[src/rtl/seg_scan_capture.sv]
// seg_scan_capture: receive side of a multiplexed seven-segment display bus.
// Snoops the seg/anode lines of a scan driver, recovers the hex value and
// decimal point of each digit slot, and presents a complete frame of
// NUM_DIGITS nibbles together with a one-cycle frame_valid strobe.
//
// Optional feature: define SEG_CAP_TIMEOUT_EN to build the idle-bus watchdog.
// The watchdog drives 'stale' and discards a partial frame after TIMEOUT_CYC
// cycles without a capture. Without the macro, 'stale' is tied low and a
// partial frame is kept until it completes.

module seg_scan_capture #(
    parameter int NUM_DIGITS     = 4,
    parameter int SETTLE_CYC     = 4,
    parameter bit SEG_ACTIVE_LOW = 1'b1,
    parameter bit AN_ACTIVE_LOW  = 1'b1,
    parameter int TIMEOUT_CYC    = 2**20
) (
    input  logic                    clk,
    input  logic                    rst_n,
    input  logic [7:0]              seg_in,
    input  logic [NUM_DIGITS-1:0]   an_in,
    output logic [4*NUM_DIGITS-1:0] digits_out,
    output logic [NUM_DIGITS-1:0]   dp_out,
    output logic [NUM_DIGITS-1:0]   digit_err,
    output logic                    frame_valid,
    output logic                    an_err,
    output logic                    stale
);

    localparam int CW = $clog2(SETTLE_CYC + 1);
    localparam int IW = $clog2(NUM_DIGITS);

    // The settle counter starts at 1 when a new bus value is latched, so
    // SETTLE_CYC stable cycles have elapsed once it reaches SETTLE_CYC-1
    // and the FSM moves on to CAPTURE.
    localparam logic [CW-1:0] CNT_LAST = CW'(SETTLE_CYC - 1);

    typedef enum logic [1:0] {
        IDLE    = 2'd0,
        SETTLE  = 2'd1,
        CAPTURE = 2'd2,
        HOLD    = 2'd3
    } state_t;

    logic [7:0]            seg_meta;
    logic [7:0]            seg_sync;
    logic [NUM_DIGITS-1:0] an_meta;
    logic [NUM_DIGITS-1:0] an_sync;

    logic [7:0]            seg_norm;
    logic [NUM_DIGITS-1:0] an_norm;
    logic                  multi_hot;
    logic                  one_hot;
    logic                  multi_hot_q;

    state_t                state;
    state_t                state_next;
    logic [CW-1:0]         cnt;
    logic [CW-1:0]         cnt_next;
    logic [NUM_DIGITS-1:0] cur_an;
    logic [NUM_DIGITS-1:0] cur_an_next;
    logic [7:0]            cur_seg;
    logic [7:0]            cur_seg_next;
    logic                  capture_en;

    logic [3:0]            dec_nib;
    logic                  dec_err;
    logic [IW-1:0]         slot_idx;

    logic [4*NUM_DIGITS-1:0] shadow_nib;
    logic [NUM_DIGITS-1:0]   shadow_dp;
    logic [NUM_DIGITS-1:0]   shadow_err;
    logic [NUM_DIGITS-1:0]   mask;
    logic [NUM_DIGITS-1:0]   mask_next;
    logic                    frame_fire;
    logic                    wd_clear;

    // Two-flop synchronisers; reset to the bus idle level so that releasing
    // reset never looks like a multi-hot anode or a lit segment pattern.
    always_ff @(posedge clk or negedge rst_n) begin
        if (!rst_n) begin
            seg_meta <= {8{SEG_ACTIVE_LOW}};
            seg_sync <= {8{SEG_ACTIVE_LOW}};
            an_meta  <= {NUM_DIGITS{AN_ACTIVE_LOW}};
            an_sync  <= {NUM_DIGITS{AN_ACTIVE_LOW}};
        end else begin
            seg_meta <= seg_in;
            seg_sync <= seg_meta;
            an_meta  <= an_in;
            an_sync  <= an_meta;
        end
    end

    assign seg_norm  = SEG_ACTIVE_LOW ? ~seg_sync : seg_sync;
    assign an_norm   = AN_ACTIVE_LOW  ? ~an_sync  : an_sync;
    assign multi_hot = |(an_norm & (an_norm - NUM_DIGITS'(1)));
    assign one_hot   = (|an_norm) & ~multi_hot;

    // Multi-hot anode error: one pulse on the first cycle of each episode.
    always_ff @(posedge clk or negedge rst_n) begin
        if (!rst_n) begin
            multi_hot_q <= 1'b0;
            an_err      <= 1'b0;
        end else begin
            multi_hot_q <= multi_hot;
            an_err      <= multi_hot & ~multi_hot_q;
        end
    end

    // Capture FSM state register together with the latched bus value.
    always_ff @(posedge clk or negedge rst_n) begin
        if (!rst_n) begin
            state   <= IDLE;
            cnt     <= '0;
            cur_an  <= '0;
            cur_seg <= '0;
        end else begin
            state   <= state_next;
            cnt     <= cnt_next;
            cur_an  <= cur_an_next;
            cur_seg <= cur_seg_next;
        end
    end

    // Next-state logic: wait for one anode, require a stable bus, capture once, then hold.
    always_comb begin
        state_next   = state;
        cnt_next     = cnt;
        cur_an_next  = cur_an;
        cur_seg_next = cur_seg;
        capture_en   = 1'b0;
        case (state)
            IDLE: begin
                if (one_hot) begin
                    state_next   = SETTLE;
                    cnt_next     = CW'(1);
                    cur_an_next  = an_norm;
                    cur_seg_next = seg_norm;
                end
            end
            SETTLE: begin
                if ((an_norm == cur_an) && (seg_norm == cur_seg)) begin
                    if (cnt >= CNT_LAST) begin
                        state_next = CAPTURE;
                    end else begin
                        cnt_next = cnt + CW'(1);
                    end
                end else if (one_hot) begin
                    cnt_next     = CW'(1);
                    cur_an_next  = an_norm;
                    cur_seg_next = seg_norm;
                end else begin
                    state_next = IDLE;
                end
            end
            CAPTURE: begin
                capture_en = 1'b1;
                state_next = HOLD;
            end
            HOLD: begin
                if (an_norm != cur_an) begin
                    state_next = IDLE;
                end
            end
            default: begin
                state_next = IDLE;
            end
        endcase
    end

    // Segment pattern decoder (a..g) to a hex nibble; unknown patterns flag an error.
    always_comb begin
        dec_nib = 4'hF;
        dec_err = 1'b0;
        case (cur_seg[6:0])
            7'h3F:   dec_nib = 4'h0;
            7'h06:   dec_nib = 4'h1;
            7'h5B:   dec_nib = 4'h2;
            7'h4F:   dec_nib = 4'h3;
            7'h66:   dec_nib = 4'h4;
            7'h6D:   dec_nib = 4'h5;
            7'h7D:   dec_nib = 4'h6;
            7'h07:   dec_nib = 4'h7;
            7'h7F:   dec_nib = 4'h8;
            7'h6F:   dec_nib = 4'h9;
            7'h77:   dec_nib = 4'hA;
            7'h7C:   dec_nib = 4'hB;
            7'h39:   dec_nib = 4'hC;
            7'h5E:   dec_nib = 4'hD;
            7'h79:   dec_nib = 4'hE;
            7'h71:   dec_nib = 4'hF;
            default: begin
                dec_nib = 4'hF;
                dec_err = 1'b1;
            end
        endcase
    end

    // Slot number of the latched (guaranteed one-hot) anode.
    always_comb begin
        slot_idx = '0;
        for (int i = 0; i < NUM_DIGITS; i++) begin
            if (cur_an[i]) begin
                slot_idx = IW'(i);
            end
        end
    end

    assign frame_fire = &mask;

    // Capture mask: cleared by a completed frame or the watchdog, then the new capture is merged in.
    always_comb begin
        mask_next = mask;
        if (frame_fire || wd_clear) begin
            mask_next = '0;
        end
        if (capture_en) begin
            mask_next[slot_idx] = 1'b1;
        end
    end

    // Shadow slots collect captures; a full mask copies them to the outputs with a strobe.
    always_ff @(posedge clk or negedge rst_n) begin
        if (!rst_n) begin
            shadow_nib  <= '0;
            shadow_dp   <= '0;
            shadow_err  <= '0;
            mask        <= '0;
            digits_out  <= '0;
            dp_out      <= '0;
            digit_err   <= '0;
            frame_valid <= 1'b0;
        end else begin
            mask        <= mask_next;
            frame_valid <= frame_fire;
            if (frame_fire) begin
                digits_out <= shadow_nib;
                dp_out     <= shadow_dp;
                digit_err  <= shadow_err;
            end
            if (capture_en) begin
                shadow_nib[{slot_idx, 2'b00} +: 4] <= dec_nib;
                shadow_dp[slot_idx]                <= cur_seg[7];
                shadow_err[slot_idx]               <= dec_err;
            end
        end
    end

`ifdef SEG_CAP_TIMEOUT_EN
    localparam int WW = $clog2(TIMEOUT_CYC + 1);
    localparam logic [WW-1:0] WD_LIMIT = WW'(TIMEOUT_CYC);

    logic [WW-1:0] wd_cnt;
    logic          wd_hit;

    assign wd_hit   = (wd_cnt == WD_LIMIT);
    assign wd_clear = wd_hit;

    // Idle-bus watchdog: counts searching cycles, saturates at the limit, restarts on every capture.
    always_ff @(posedge clk or negedge rst_n) begin
        if (!rst_n) begin
            wd_cnt <= '0;
            stale  <= 1'b0;
        end else begin
            if (state == CAPTURE) begin
                wd_cnt <= '0;
            end else if (((state == IDLE) || (state == SETTLE)) && !wd_hit) begin
                wd_cnt <= wd_cnt + WW'(1);
            end
            if (frame_fire) begin
                stale <= 1'b0;
            end else if (wd_hit) begin
                stale <= 1'b1;
            end
        end
    end
`else
    logic unused_timeout;

    assign unused_timeout = ^TIMEOUT_CYC;
    assign wd_clear       = 1'b0;
    assign stale          = 1'b0;
`endif

endmodule
[config.mk]
export PLATFORM = sky130hd
export DESIGN_NAME = seg_scan_capture
export DESIGN_NICKNAME = d
export VERILOG_FILES = /design/src/rtl/seg_scan_capture.sv
export SDC_FILE = /design/constraint.sdc
export NUM_CORES = 1
export LEC_CHECK = 0
export CAP_MARGIN = 20
export CORE_MARGIN = 2
export CORE_UTILIZATION = 28
export DETAILED_ROUTE_END_ITERATION = 7
export GPL_ROUTABILITY_DRIVEN = 0
export HOLD_SLACK_MARGIN = 0.15
export PLACE_DENSITY = 0.52
export SYNTH_ARGS = -nofsm -noshare
export SYNTH_HDL_FRONTEND = slang
export SYNTH_SLANG_ARGS = --single-unit
[constraint.sdc]
create_clock -name clk -period 5.8 [get_ports clk]
set_clock_uncertainty 0.1 [all_clocks]
set_input_delay 0.87 -clock clk [delete_from_list [all_inputs] [get_ports clk]]
set_output_delay 0.87 -clock clk [all_outputs]
set_load 0.01 [all_outputs]
==> results.sh <==
export IMPL_grt_overflow=0
export IMPL_final_antenna_net_count=0
export IMPL_rsz0062_at_grt="false"
export IMPL_power_density_nw_per_um2=304
export IMPL_dpl_cell_area_um2=4670
export IMPL_setup_viol=0
export IMPL_wl_met1_um=3620
export IMPL_post_cts_buffers=0
export IMPL_cts_buffers=9
export IMPL_critPathLaunchType="register"
export IMPL_internal_power_uw=1120
export IMPL_dp_worst_setup_slack_ns=3.36
export IMPL_hold_viol_final=0
export IMPL_synth_area_leaders="dfrtp_1 (43%), dfstp_2 (15%), nand2_1 (11%)"
export IMPL_die_h_um=126
export IMPL_antenna_found_initial=0
export IMPL_ys_types=61
export IMPL_maxCapViolCount=0
export IMPL_fmax_mhz=411
export IMPL_drv_slew=0
export IMPL_hold_buffers=0
export IMPL_grt_first_pass_wirelength_um=13600
export IMPL_worstSetupPathType="register to register"
export IMPL_peakVddDrop_uv=187
export IMPL_p_switching_uw=398
export IMPL_cp_arrival_ns=2.61
export IMPL_synthFlopType="dfrtp_1"
export IMPL_ys_async_sr_fraction_pct=100
export IMPL_dieArea_um2=15800
export IMPL_cp_max_fo=11
export IMPL_track_usage_pct=10.7
export IMPL_drtPass1Iterations=4
export IMPL_combPwrFrac_pct=11.5
export IMPL_diodes=0
export IMPL_slew_headroom_pct=45.0
export IMPL_post_drt_via_cell_ratio=4.46
export IMPL_root_buffer="clkbuf_16"
export IMPL_dp_hpwl_um=5440
export IMPL_dr_max_layer_used="met4"
export IMPL_yosysSeqAreaShare_pct=58.5
export IMPL_cts_tree="yes"
export IMPL_synth_nets=421
export IMPL_worst_pin_slew_ns=0.825
export IMPL_p_sw_share_pct=26.3
export IMPL_wl_per_cell_um=12.6
export IMPL_synth_area_um2=4160
export IMPL_drt_iter0_drc=170
export IMPL_synth_edf_count=0
export IMPL_clock_latency_ns=0.35
export IMPL_fin_area_um2=4970
export IMPL_synth_top_area_share_pct=43.4
export IMPL_rows=44
export IMPL_tns_ns=0
export IMPL_floorplan_initialDensity_pct=28.6
export IMPL_hold_class="register to register"
export IMPL_yosysTopAreaCell="dfrtp_1"
export IMPL_drive_above_1_share_pct=11.4
export IMPL_endpoint_kind="register"
export IMPL_core_area_um2=14500
export IMPL_seqPwrFrac_pct=49.4
export IMPL_clk_pin_slew_ns=0.06
export IMPL_power_frac_clock_pct=39.1
export IMPL_area_growth_pct=19.7
export IMPL_p_leak_uw=0.00234
export IMPL_ys_ff_latch=96
export IMPL_grt_max_degree=59
export IMPL_utilization_pct=34.2
export IMPL_io_pins=41
export IMPL_drt_total_wl_um=7800
export IMPL_netlist_instances=397
export IMPL_final_nets=456
export IMPL_avgSynthCellArea_um2=10.5
export IMPL_io_buffer_count=39
export IMPL_yosys_warnings=0
export IMPL_timing_final_crit_period_ns=2.43
export IMPL_drc_errors=0
export IMPL_cts_max_level=3
export IMPL_dr_wl_met3_um=418
export IMPL_status="finished clean"
export IMPL_cts_resized=0
export IMPL_die_x_um=126
export IMPL_met2RoutedLength_um=3580
export IMPL_required_ns=5.98
export IMPL_timing_final_crit_share_pct=41.9
export IMPL_cts_buffer_depth=2
export IMPL_setup_ws_ns=3.37
export IMPL_vias=2772
export IMPL_grt_pass1_vias=2777
export IMPL_cts_sinks=96
==> stage by stage <==
step                      total power [uW]  cells  hold slack (ns)
final                                 1510    621            0.250
after global placement                 931    605            0.247
after CTS                             1540    621            0.253
after floorplan                        882    397            0.245
after detailed placement               936    605            0.247
after global routing                  1600    621            0.255
==> state kept, by name, indices dropped and copies added (netlist names), 3 cells and up, named ones only <==
| name | flops |
|---|---|
| an_meta | 4 |
| cnt | 3 |
| seg_meta | 8 |
| mask | 4 |
| seg_sync | 8 |
| shadow_nib | 16 |
| an_sync | 4 |
| cur_seg | 8 |
| shadow_err | 4 |
| digit_err | 4 |
| digits_out | 16 |
| shadow_dp | 4 |
| cur_an | 4 |
| dp_out | 4 |
==> kinds of logic (layout without fill, tap and decap cells) <==
group	count (synthesis)	count (layout)	share of synthesized area, %
AOI/OAI and AO/OA	62	62	10.0
xor gates and xnor gates	14	14	2.95
adders and majority gates	11	11	3.25
buffers and inverters	40	80	4.82
DFF	96	96	58.5
muxes	12	12	2.89
other	1	1	0.0902
and+or+nand+nor	161	161	17.5
==> layer usage <==
layer  up-vias  GRT usage [%]
met2        61           16.8
met3        12           3.40
met4         0           5.24
li1       1394              -
met5         -              0
met1      1305           13.4
==> power by group through the flow <==
stage / clock (uW) / sequential [uW] / combinational, uW
2_1_floorplan: 0 / 732 / 150
3_3_place_gp: 0 / 757 / 174
3_5_place_dp: 0 / 759 / 177
4_1_cts: 614 / 747 / 178
5_1_grt: 644 / 754 / 199
6_report: 592 / 748 / 174
==> Yosys cell counts (2+ instances only) <==
cell type	instances
buf_2	3
nor2b_1	2
or4_1	2
o21ai_0	7
xnor2_1	5
inv_1	22
nand2b_1	2
a32o_1	2
a21oi_1	6
o21ai_1	17
a31oi_1	4
o21a_1	2
nor2_1	6
a211oi_1	4
xor2_1	9
and3_1	2
buf_4	6
nand4_1	6
or3b_1	2
nand3b_1	2
ha_1	10
nand2_1	120
mux2i_1	12
nor3_1	2
nand3_1	4
a211o_1	2
o31ai_1	2
dfrtp_1	72
a22o_1	3
dfstp_2	24
clkbuf_1	5
==> cell usage in the layout, fill, tap and decap left out, types with 2 or more instances in the layout <==
cell             count
nor3_1               2
ha_1                10
a22o_1               3
nand2b_1             2
a211o_1              2
mux2i_1             12
a32o_1               2
nor2b_1              2
a21oi_1              6
clkdlybuf4s50_1     38
buf_4                3
dfrtp_1             72
o21ai_1             17
xor2_1               9
o21a_1               2
o21ai_0              7
xnor2_1              5
nand3b_1             2
clkinv_2             2
or4_1                2
o31ai_1              2
nand4_1              6
dfstp_2             24
inv_1               22
nand3_1              4
a211oi_1             4
a31oi_1              4
and3_1               2
clkbuf_16            9
nor2_1               6
nand2_1            120
or3b_1               2
==> worst max-delay path, cell delays in order (launching register included) <==
cell and delay (ns):
dfrtp_1 0.41, a21oi_1 0.68, ha_1 0.38, or4_1 0.60
inv_1 0.08, a22o_1 0.11
==> cell type report <==
class                      instances  area (um2)
clock buffer                      11         243
clock inverter                     5        56.3
tap                              184         230
timing repair buffer              41         403
fill                            1512        9560
sequential                        96        2430
multi-input combinational        261        1520
inverter                          23        86.3
==> path summary, 6_finish.rpt <==
check | startpoint | depth (start not counted) | endpoint | slack [ns]
min in group asynchronous | rst_n | 1 | shadow_nib[0] | 0.39
worst max register to register | cur_an[1] | 5 | shadow_nib[15] | 3.37
worst min register to register | seg_meta[7] | 0 | seg_sync[7] | 0.25
worst max-delay path | cur_an[1] | 5 | shadow_nib[15] | 3.37
max in group asynchronous | rst_n | 2 | cur_seg[5] | 4.12
worst min-delay path | seg_meta[7] | 0 | seg_sync[7] | 0.25
No activity file was read; power rests on OpenSTA's default activity.
